### src/rtl/seq_add_pkg.sv
// rtl/seq_add_pkg.sv - shared types and constants for the nibble-serial adder
package seq_add_pkg;

  // Width of one adder slice; operands are processed this many bits per cycle.
  localparam int NIBBLE_W = 4;

  // Controller states: waiting for operands, stepping nibbles, holding result.
  typedef enum logic [1:0] {
    IDLE = 2'd0,
    RUN  = 2'd1,
    DONE = 2'd2
  } state_t;

endpackage

### src/rtl/nibble_add4.sv
// rtl/nibble_add4.sv - combinational 4-bit ripple adder built from full-adder cells
module nibble_add4 (
  input  logic [3:0] a,
  input  logic [3:0] b,
  input  logic       cin,
  output logic [3:0] sum,
  output logic       cout
);

  // Carry chain: c[0] is the slice carry-in, c[4] the slice carry-out.
  logic [4:0] c;

  assign c[0] = cin;

  // One full-adder cell per bit, rippling the carry upward.
  for (genvar i = 0; i < 4; i++) begin : g_fa
    logic p;
    assign p        = a[i] ^ b[i];
    assign sum[i]   = p ^ c[i];
    assign c[i + 1] = (a[i] & b[i]) | (p & c[i]);
  end

  assign cout = c[4];

endmodule

### src/rtl/seq_add16_ctrl.sv
// rtl/seq_add16_ctrl.sv - nibble-serial adder with valid/ready operand and result handshakes
module seq_add16_ctrl
  import seq_add_pkg::*;
#(
  parameter int NIBBLES = 4
) (
  input  logic                          clk,
  input  logic                          rst,
  input  logic                          in_valid,
  output logic                          in_ready,
  input  logic [NIBBLE_W*NIBBLES-1:0]   a,
  input  logic [NIBBLE_W*NIBBLES-1:0]   b,
  input  logic                          cin,
  output logic                          out_valid,
  input  logic                          out_ready,
  output logic [NIBBLE_W*NIBBLES-1:0]   sum,
  output logic                          cout,
  output logic                          busy
);

  localparam int W     = NIBBLE_W * NIBBLES;
  localparam int CNT_W = (NIBBLES > 1) ? $clog2(NIBBLES) : 1;
  localparam logic [CNT_W-1:0] LAST_CNT = CNT_W'(NIBBLES - 1);

  state_t           state;
  state_t           state_nxt;

  logic [W-1:0]     a_q;
  logic [W-1:0]     b_q;
  logic             carry_q;
  logic [CNT_W-1:0] cnt_q;
  logic [W-1:0]     sum_q;
  logic             cout_q;

  logic [NIBBLE_W-1:0] slice_sum;
  logic                slice_cout;

  logic accept;
  logic last_nibble;

  // The only adder in the block: it always sees the low nibble of each operand.
  nibble_add4 u_slice (
    .a    (a_q[NIBBLE_W-1:0]),
    .b    (b_q[NIBBLE_W-1:0]),
    .cin  (carry_q),
    .sum  (slice_sum),
    .cout (slice_cout)
  );

  assign in_ready    = (state == IDLE);
  assign accept      = in_valid && in_ready;
  assign last_nibble = (cnt_q == LAST_CNT);

  // Outputs are decoded from registered state only, so nothing on the
  // input side can reach out_valid combinationally.
  assign out_valid = (state == DONE);
  assign busy      = (state != IDLE);
  assign sum       = sum_q;
  assign cout      = cout_q;

  // State register; reset wins over any handshake in progress.
  always_ff @(posedge clk) begin
    if (rst) begin
      state <= IDLE;
    end else begin
      state <= state_nxt;
    end
  end

  // Next-state decode: accept, step through every nibble, hold until consumed.
  always_comb begin
    state_nxt = state;
    case (state)
      IDLE: begin
        if (accept) begin
          state_nxt = RUN;
        end
      end
      RUN: begin
        if (last_nibble) begin
          state_nxt = DONE;
        end
      end
      DONE: begin
        if (out_ready) begin
          state_nxt = IDLE;
        end
      end
      default: begin
        state_nxt = IDLE;
      end
    endcase
  end

  // Operand capture, per-nibble shift/accumulate and final carry capture.
  always_ff @(posedge clk) begin
    if (rst) begin
      a_q     <= '0;
      b_q     <= '0;
      carry_q <= 1'b0;
      cnt_q   <= '0;
      sum_q   <= '0;
      cout_q  <= 1'b0;
    end else begin
      case (state)
        IDLE: begin
          if (accept) begin
            a_q     <= a;
            b_q     <= b;
            carry_q <= cin;
            cnt_q   <= '0;
          end
        end
        RUN: begin
          a_q     <= a_q >> NIBBLE_W;
          b_q     <= b_q >> NIBBLE_W;
          carry_q <= slice_cout;
          for (int k = 0; k < NIBBLES; k++) begin
            if (cnt_q == CNT_W'(k)) begin
              sum_q[k*NIBBLE_W +: NIBBLE_W] <= slice_sum;
            end
          end
          // The counter parks on the last index rather than wrapping.
          if (last_nibble) begin
            cout_q <= slice_cout;
          end else begin
            cnt_q <= cnt_q + 1'b1;
          end
        end
        default: begin
          // DONE: result registers hold until the consumer takes them.
        end
      endcase
    end
  end

endmodule
### config.mk
export PLATFORM = sky130hd
export DESIGN_NAME = seq_add16_ctrl
export DESIGN_NICKNAME = d
export VERILOG_FILES = /design/src/rtl/seq_add_pkg.sv /design/src/rtl/nibble_add4.sv /design/src/rtl/seq_add16_ctrl.sv
export SDC_FILE = /design/constraint.sdc
export NUM_CORES = 1
export LEC_CHECK = 0
export CAP_MARGIN = 20
export CORE_MARGIN = 5
export CORE_UTILIZATION = 45
export DETAILED_ROUTE_END_ITERATION = 6
export GPL_ROUTABILITY_DRIVEN = 0
export PLACE_DENSITY_LB_ADDON = 0.25
export SLEW_MARGIN = 25
export SYNTH_ARGS = -nofsm -noshare
export SYNTH_HDL_FRONTEND = slang
export SYNTH_HIERARCHICAL = 1
export SYNTH_SLANG_ARGS = --single-unit
### constraint.sdc
create_clock -name clk -period 2 [get_ports clk]
set_input_delay 0.2 -clock clk [delete_from_list [all_inputs] [get_ports clk]]
set_output_delay 0.2 -clock clk [all_outputs]
set_load 0.03 [all_outputs]
==> metrics <==
status=finished, violations left; failing checks=setup timing; critical path buffer and inverter count=4; Post-Synthesis Cells=approximately 240; PnR worst setup slack=-0.0852 ns; Placement Rows=27; post-synth top area share=0.424; fill cell count=between 500 and 600; share of layout cells above drive strength 1=0.187; Final Skew=about 0.012 ns; grt ovf=0; Ys Warns=6; diode count=0; Clock Tree Buf Depth=2; CTS Buf Count=5; sequential share of the synthesized area=0.424; H-tree Lvls=2; # setup viols final=5; RSZ-0062 raised after global routing=yes; post-layout util=0.581; final instance area=3200 µm²; Synth Area per Inst=roughly 11 µm²; Post-Route WL=~4900 µm; peak supply drop=0.485 mV; max incr delay on CP=approximately 0.41 ns; Max-slew headroom=0.698; IO Port Bufs=56; Nets=333; cell family with most CP delay=adder cells; IO Count=57; syn nets=283; Synth cell types=25; min Tclk post-route=between 2 and 2.5 ns; Initial Util=0.463; Final ANT Viol Nets=0; Root Buffer=clkbuf_8; cell total after placement=353; number of vias per cell=4.88; total of max-cap violations=0; met2 GRT Util=0.219; CTS tree=done; XOR/XNOR Fraction of Synth Area=0; cell area power density=720 nW/µm²; critical path's most frequent cell=inv_2; Reg area=roughly 1100 µm²; post-route insts no fill=361; initial antenna violation count=0; grt peak-use layer=met2; TritonRoute pass-1 iters=4; Achievable Freq=about 0.48 GHz; cell area after synthesis=between 2000 and 3000 µm²; setup TNS=-0.321 ns; wire per inst=between 10 and 15 µm; Worst EP required=2.25 ns; slowest CP cell=fa_1; crit-path max FO=4; Tightest Pin Transition=0.452 ns; Initial DRC Count=33; worst hold path class=in2reg; GR met3 Demand/Resource=0.0359; Placed Area=3110 µm²; Critical Path AT=2.34 ns; Tot GR Track Use=0.140; DIE AREA=approximately 7300 µm²; Synth Area in Compound Gates=0.162; Die W=around 85 µm; Clock Pin Slew Worst Setup and Hold Paths=~0.10 ns; setup bufs post-CTS=0; first-pass GRT wire length=just over 8000 µm; Synth area leaders=dfxtp_1, mux2i_1, a211oi_2, nor2_1, fa_1; Sink Count=between 50 and 60; CP startpoint kind=flip-flop; CP endpoint kind=flip-flop; Lkg Pwr=approximately 1.4 nW; Post-route DRC=0; Post-Synth Simple-Gate Area=0.119; via count=between 1.5k and 2k; clk_lat worst skew=0.31 ns; worst setup path class=reg2reg; final period utilization=1.04; vias in the first global route=roughly 1.7k; grt met1 use=0.186; worst path cell trace=inv_2, fa_2, inv_2, fa_2, fa_2, inv_2, fa_1, inv_2, mux2i_1, nor2_1; DP Worst Slack=-0.115 ns; #FFs+latches synth=54; most frequent cells in the layout=nor2_1, clkdlybuf4s50_1, dfxtp_1; Final Hold Violating Endpoints=0; largest net degree at the start of global routing=51; mux share of post-synthesis cell area=0.165; area of the multi-input gates=between 1000 and 1500 µm²; Synth-to-Final Area Change=25.5%; Yosys top cell by area=dfxtp_1; Max Slew Vio Count=0; Final HPWL DP=roughly 3600 µm; Core Footprint=roughly 5500 µm²; Post-Synth Adder-Cell Area=0.0510; largest family of logic cells by synthesized area=multiplexers; Chip Height=roughly 85 µm
cell type report:
type	instances	area share
clock inverter	3	0.00665
sequential	54	0.339
timing repair buffer	60	0.191
tap	72	0.0282
clock buffer	5	0.0215
inverter	13	0.0153
multi-input combinational	154	0.399
synthesized netlist by cell type, drive strengths merged:
cell    count
nor2       55
dfxtp      54
mux2i      42
a211oi     25
inv        13
buf        11
a22oi       8
clkbuf      6
fa          4
ha          4
nand3b      4
a21oi       2
nand2b      2
nor3b       2
a22o        1
nand2       1
nor2b       1
o21ba       1
o21bai      1
or3         1
kinds of logic after synthesis:
kind of cell             after synthesis
flip-flops                            54
buffers and inverters                 30
AND/OR/NAND/NOR                       66
AO/OA/AOI/OAI                         38
adder cells (fa/ha/maj)                8
multiplexers                          42
worst paths after layout:
| path | slack [ns] | end | from | cells past startpoint |
|---|---|---|---|---|
| max | -0.09 | sum[7] | a_q[0] | 10 |
| min | 0.31 | sum[14] | rst | 2 |
| max reg2reg | -0.09 | sum[7] | a_q[0] | 10 |
| min reg2reg | 0.51 | sum[5] | sum[5] | 2 |
where the power goes:
| part | internal (mW) | switching (mW) |
|---|---|---|
| combinational | 0.242 | 0.253 |
| clock | 0.247 | 0.368 |
| sequential | 1.15 | 0.0457 |
| total | 1.64 | 0.666 |
routing by layer:
layer	wire length (µm)	part of all wire	vias up
li1	-	-	912
met4	72	0.015	0
met3	254	0.052	6
met1	2360	0.48	804
met2	2220	0.45	40
met5	0	0	-
sequential cells by signal, indices dropped and copies added, names as in the netlist:
register / flops
carry_q: 1
a_q: 16
cnt_q: 2
state: 2
sum: 16
cout: 1
b_q: 16
worst register-to-register path: cells and delay by family, from the launching register on:
family                     cells  cell delay, ns
DFF                            1            0.34
and+or+nand+nor                1            0.08
muxes                          1            0.07
buffers and inverters          4            0.25
adders and majority gates      4            1.29
per-stage QoR:
step | hold WS [ns] | power, mW
2_1_floorplan | 0.348 | 1.58
3_3_place_gp | 0.474 | 1.71
3_5_place_dp | 0.488 | 1.72
4_1_cts | 0.302 | 2.33
5_1_grt | 0.321 | 2.42
6_report | 0.306 | 2.30
repair_timing:
| item | in CTS | in global routing |
|---|---|---|
| pin swaps | 3 | 0 |
| cloned | 0 | 0 |
| resized for setup | 4 | 0 |
| hold buffers | 0 | 0 |
| setup endpoints to repair | 6 | 6 |
Note: power is estimated with default switching activity, not from simulation.
